## src/rtl/elastic_pkg.sv

```systemverilog
// Shared types for the elastic pipeline register.
// Contents: elastic_state_t (per-stage fill state) and state_count(), which maps
// a stage state to the number of entries it holds.
package elastic_pkg;

  typedef enum logic [1:0] {
    EMPTY = 2'd0,
    ONE   = 2'd1,
    FULL  = 2'd2
  } elastic_state_t;

  // Entries held by a stage in the given state.
  function automatic logic [1:0] state_count(input elastic_state_t s);
    case (s)
      ONE:     state_count = 2'd1;
      FULL:    state_count = 2'd2;
      default: state_count = 2'd0;
    endcase
  endfunction

endpackage

```

## src/rtl/skid_stage.sv

```systemverilog
// One elastic stage: a main register plus a skid register.
// Upstream ready is a registered decode of the fill state, so no ready signal
// passes combinationally from i_ready to o_ready.
// Ports:
//   clk, rst_n        clock, asynchronous active-low reset
//   i_flush           synchronous clear of the stage
//   i_valid/o_ready   upstream handshake, i_data upstream payload
//   o_valid/i_ready   downstream handshake, o_data downstream payload (main)
//   o_state           current fill state, used for occupancy
module skid_stage
  import elastic_pkg::*;
#(
  parameter int unsigned WIDTH = 32
) (
  input  logic             clk,
  input  logic             rst_n,
  input  logic             i_flush,
  input  logic             i_valid,
  output logic             o_ready,
  input  logic [WIDTH-1:0] i_data,
  output logic             o_valid,
  input  logic             i_ready,
  output logic [WIDTH-1:0] o_data,
  output elastic_state_t   o_state
);

  elastic_state_t   r_state;
  logic             r_in_ready;
  logic             r_out_valid;
  logic [WIDTH-1:0] r_main;
  logic [WIDTH-1:0] r_skid;

  logic w_in_xfer;
  logic w_out_xfer;

  assign w_in_xfer  = i_valid & r_in_ready;
  assign w_out_xfer = r_out_valid & i_ready;

  // Fill-state machine; ready/valid are updated together with the state so
  // they always equal the decode of the stored state.
  always_ff @(posedge clk or negedge rst_n) begin
    if (!rst_n) begin
      r_state     <= EMPTY;
      r_in_ready  <= 1'b1;
      r_out_valid <= 1'b0;
      r_main      <= '0;
      r_skid      <= '0;
    end else if (i_flush) begin
      r_state     <= EMPTY;
      r_in_ready  <= 1'b1;
      r_out_valid <= 1'b0;
      r_main      <= '0;
      r_skid      <= '0;
    end else begin
      case (r_state)
        EMPTY: begin
          if (w_in_xfer) begin
            r_state     <= ONE;
            r_out_valid <= 1'b1;
            r_main      <= i_data;
          end
        end
        ONE: begin
          if (w_in_xfer && w_out_xfer) begin
            r_main <= i_data;
          end else if (w_in_xfer) begin
            // Downstream stalled: park the new word in the skid register.
            r_state    <= FULL;
            r_in_ready <= 1'b0;
            r_skid     <= i_data;
          end else if (w_out_xfer) begin
            r_state     <= EMPTY;
            r_out_valid <= 1'b0;
          end
        end
        FULL: begin
          if (w_out_xfer) begin
            r_state    <= ONE;
            r_in_ready <= 1'b1;
            r_main     <= r_skid;
          end
        end
        default: begin
          r_state     <= EMPTY;
          r_in_ready  <= 1'b1;
          r_out_valid <= 1'b0;
        end
      endcase
    end
  end

  assign o_ready = r_in_ready;
  assign o_valid = r_out_valid;
  assign o_data  = r_main;
  assign o_state = r_state;

endmodule

```

## src/rtl/elastic_pipeline_register.sv

```systemverilog
// Chain of STAGES elastic skid stages with a valid/ready handshake and a
// synchronous flush. Stage k's downstream side feeds stage k+1's upstream side.
// Ports:
//   clk, rst_n              clock, asynchronous active-low reset
//   flush                   synchronous clear of all stages
//   in_valid/in_ready       upstream handshake, in_data upstream payload
//   out_valid/out_ready     downstream handshake, out_data downstream payload
//   occupancy               total entries held across all stages
module elastic_pipeline_register
  import elastic_pkg::*;
#(
  parameter int unsigned WIDTH  = 32,
  parameter int unsigned STAGES = 1
) (
  input  logic                             clk,
  input  logic                             rst_n,
  input  logic                             flush,
  input  logic                             in_valid,
  output logic                             in_ready,
  input  logic [WIDTH-1:0]                 in_data,
  output logic                             out_valid,
  input  logic                             out_ready,
  output logic [WIDTH-1:0]                 out_data,
  output logic [$clog2(2*STAGES+1)-1:0]    occupancy
);

  localparam int unsigned OCC_W = $clog2(2*STAGES+1);

  if (STAGES < 1) begin : g_bad_stages
    $error("elastic_pipeline_register: STAGES must be at least 1");
  end

  logic             w_valid [STAGES+1];
  logic             w_ready [STAGES+1];
  logic [WIDTH-1:0] w_data  [STAGES+1];
  elastic_state_t   w_state [STAGES];
  logic [OCC_W-1:0] w_occ;

  assign w_valid[0]      = in_valid;
  assign w_data[0]       = in_data;
  assign in_ready        = w_ready[0];
  assign out_valid       = w_valid[STAGES];
  assign out_data        = w_data[STAGES];
  assign w_ready[STAGES] = out_ready;

  for (genvar k = 0; k < STAGES; k++) begin : g_stage
    skid_stage #(
      .WIDTH(WIDTH)
    ) u_stage (
      .clk     (clk),
      .rst_n   (rst_n),
      .i_flush (flush),
      .i_valid (w_valid[k]),
      .o_ready (w_ready[k]),
      .i_data  (w_data[k]),
      .o_valid (w_valid[k+1]),
      .i_ready (w_ready[k+1]),
      .o_data  (w_data[k+1]),
      .o_state (w_state[k])
    );
  end

  // Total fill level, derived only from registered stage states.
  always_comb begin
    w_occ = '0;
    for (int unsigned k = 0; k < STAGES; k++) begin
      w_occ = w_occ + OCC_W'(state_count(w_state[k]));
    end
  end

  assign occupancy = w_occ;

endmodule

```

## config.mk

```make
export PLATFORM = sky130hd
export DESIGN_NAME = elastic_pipeline_register
export DESIGN_NICKNAME = d
export VERILOG_FILES = /design/src/rtl/elastic_pkg.sv /design/src/rtl/skid_stage.sv /design/src/rtl/elastic_pipeline_register.sv
export SDC_FILE = /design/constraint.sdc
export NUM_CORES = 1
export LEC_CHECK = 0
export BUFFER_PORTS_ARGS = -buffer_cell sky130_fd_sc_hd__clkbuf_2
export CORE_AREA = 5 5 126 68
export CTS_BUF_LIST = sky130_fd_sc_hd__clkbuf_4
export DETAILED_ROUTE_END_ITERATION = 6
export DIE_AREA = 0 0 131 73
export GPL_TIMING_DRIVEN = 0
export PLACE_DENSITY = 0.68
export REMOVE_ABC_BUFFERS = 1
export SYNTH_ARGS = -nofsm -noshare
export SYNTH_HDL_FRONTEND = slang
export SYNTH_HIERARCHICAL = 1
export SYNTH_SLANG_ARGS = --single-unit
```

## constraint.sdc

```tcl
create_clock -name clk -period 1.8 [get_ports clk]
set_input_delay 0.27 -clock clk [delete_from_list [all_inputs] [get_ports clk]]
set_output_delay 0.27 -clock clk [all_outputs]
set_load 0.02 [all_outputs]
```

==> results.yml <==
status:
  status: "finished, final reports clean"
power_and_ir_drop:
  p_leak_nw: 1.98
  power_w: 0.00423
  power.density_nw_per_um2: 1080
  ir_drop_v: 0.000513
floorplan:
  row_count: 23
  fp.dieW_um: 131
  dieArea_sq_um: 9560
  initial_core_util_pct: 42.9
  core_sq_um: 7540
  die_h_um: 73
  io_pins: 73
synthesis:
  syn-instance-count: 309
  avgSynthCellArea_sq_um: 10.5
  synth_cell_types: 26
  yosys_warnings: 6
  synth_area_sq_um: 3230
  ys_ff_latch: 68
  seq_area_frac_synth_pct: 52.7
global_route:
  grt_overflow_total: 0
  grt_start_max_net_pins: 69
  antenna_found_initial: 0
  grt_pass1_wl_um: 12500
  grtUsageTotal_pct: 17.0
  grt_pass1_vias: 2477
setup_path:
  cp_data_required_time_ns: 2.12
  crit_path_start_kind: "flip-flop"
  crit_arrival_ns: 1.99
  cp_max_fo: 22
  r2r_cells: 6
  critical_path_class: "reg2reg"
  critPathCaptureType: "flip-flop"
final_layout:
  layoutNonFillerInstCount: 487
  final_cell_mix: "clkbuf_2 (70), nand2_1 (66), dfrtp_1 (65)"
  layout_commonest_cell: "clkbuf_2"
  final_core_util_pct: 52.2
  synthToLayoutAreaGrowth_pct: 21.8
  drive_above_1_share_pct: 35.4
  finish.instance_area_sq_um: 3940
  num-nets-final: 419
  antenna_cells: 0
sta:
  hold_viol: 0
  fmax_mhz: 597
  fin_worst_skew_ns: 0.00734
  finalMaxSlewViolations: 0
  grt_setup_unrepaired: "false"
  slew_headroom_pct: 38.3
  setup_viol: 0
  worst-slew-pin-transition_ns: 0.926
  fin_crit_ns: 1.67
  whs_ns: 0.0742
  fin_crit_sh_pct: 93.0
route:
  wl_um: 7640
  avgRoutedWirePerCell_um: 15.7
  drt_first_iter_violations: 119
  post_drt_via_cell_ratio: 5.13
  drc: 0
  first_pass_iters: 6
  postRouteAntennaNets: 0
  via_count: 2499
place:
  gp_congestion: 0.749
  place_hpwl_um: 4820
  dpl_cell_area_sq_um: 3710
  dp_cells: 462
  io_buffers: 72
clock_network:
  cts_tree: "built"
  path_clk_slew_ns: 0.10
  cts_made_buffers: 9
  clockRootBuffer: "clkbuf_4"
  clock_path_buffers: 2
  clock_sinks: 68
  clock_latency_ns: 0.41
  htree_levels: 3
flow_run:
  cap_viol_max_count: 0
hold_path:
  whs_path_depth: 3
  hp-class: "in2reg"
==> repair_timing <==
action / in CTS / in global routing
endpoints found under the hold margin: 22 / 0
cloned: 1 / 0
buffers inserted: 6 / 1
hold buffers: 1 / 0
pin swaps: 1 / 0
resized for setup: 5 / 1
setup endpoints to repair: 64 / 32
==> flip-flops by register name (all words and copies together) (netlist names) <==
name                     cells
g_stage.u_stage/o_data      32
g_stage.u_stage/r_skid      32
g_stage.u_stage/o_state      2
g_stage.u_stage/o_ready      1
g_stage.u_stage/o_valid      1
==> path summary, 6_finish.rpt <==
| kind | endpoint | slack, ns | start |
|---|---|---|---|
| max reg2reg | g_stage[0].u_stage/o_data[1] | 0.13 | g_stage[0].u_stage/o_ready |
| max | g_stage[0].u_stage/o_data[1] | 0.13 | g_stage[0].u_stage/o_ready |
| min in group asynchronous | g_stage[0].u_stage/o_data[26] | 0.33 | rst_n |
| min reg2reg | g_stage[0].u_stage/r_skid[11] | 0.53 | g_stage[0].u_stage/r_skid[11] |
| min | g_stage[0].u_stage/r_skid[18] | 0.07 | in_data[18] |
| max in group asynchronous | g_stage[0].u_stage/o_ready | 0.86 | rst_n |
==> cell type report <==
cell class / count / area [sq um]
Tap cell: 100 / 125
Sequential cell: 68 / 1710
Timing Repair Buffer: 85 / 558
Clock inverter: 3 / 13.8
Fill cell: 712 / 3600
Inverter: 2 / 7.51
Clock buffer: 13 / 97.6
Multi-Input combinational cell: 216 / 1430
==> per-layer routing <==
layer | wire, um | part of all wire [%] | GRT usage (%)
met1 | 3650 | 48 | 23.7
met2 | 3270 | 43 | 24.9
met3 | 685 | 9.0 | 7.02
met4 | 40 | 0.52 | 4.10
met5 | 0 | 0 | 0
==> per-stage QoR <==
step           setup TNS [ns]  worst slack (ns)
6_report                    0             0.126
5_1_grt                     0            0.0237
4_1_cts                     0            0.0320
3_5_place_dp           -16.00            -0.314
3_3_place_gp          -101.68             -1.60
2_1_floorplan          -49.33             -1.07
==> critical path: stages (launching register included) <==
cell and delay [ns]:
dfstp_2 0.58, nand2_1 0.15, o31ai_4 0.24, buf_12 0.16, buf_8 0.19, nor2_1 0.07, a211oi_2 0.19
==> where the power goes <==
group          total [W]  internal (W)  switching, W
Clock           0.000857      0.000339      0.000518
Sequential       0.00191       0.00175      0.000160
Combinational    0.00147      0.000591      0.000879
Total            0.00423       0.00268       0.00156
==> synthesized netlist by cell type <==
library cell,instances,share of area (%)
dfrtp_1,67,52
nand2_1,66,7.7
a21oi_1,35,5.4
nor2_1,35,4.1
mux2i_1,32,9.9
a211oi_2,28,11
clkbuf_1,11,1.3
buf_2,6,0.93
a211oi_1,4,0.93
buf_4,4,0.93
buf_6,3,1.0
inv_1,2,0.23
nand4b_1,2,0.54
nor2b_1,2,0.39
a21boi_2,1,0.35
a21o_1,1,0.23
a221oi_1,1,0.27
a2bb2oi_1,1,0.27
a31oi_1,1,0.19
and2b_2,1,0.27
dfstp_2,1,0.81
nand2b_1,1,0.19
o21bai_1,1,0.23
o22ai_1,1,0.19
o31ai_4,1,0.66
xnor2_1,1,0.27
==> logic make-up after synthesis <==
logic type / share of synthesized area, %
muxes: 9.91
AOI/OAI and AO/OA: 19.6
DFF: 52.7
xor gates and xnor gates: 0.271
and+or+nand+nor: 13.1
buffers and inverters: 4.41
(Power assumes the default switching activity.)
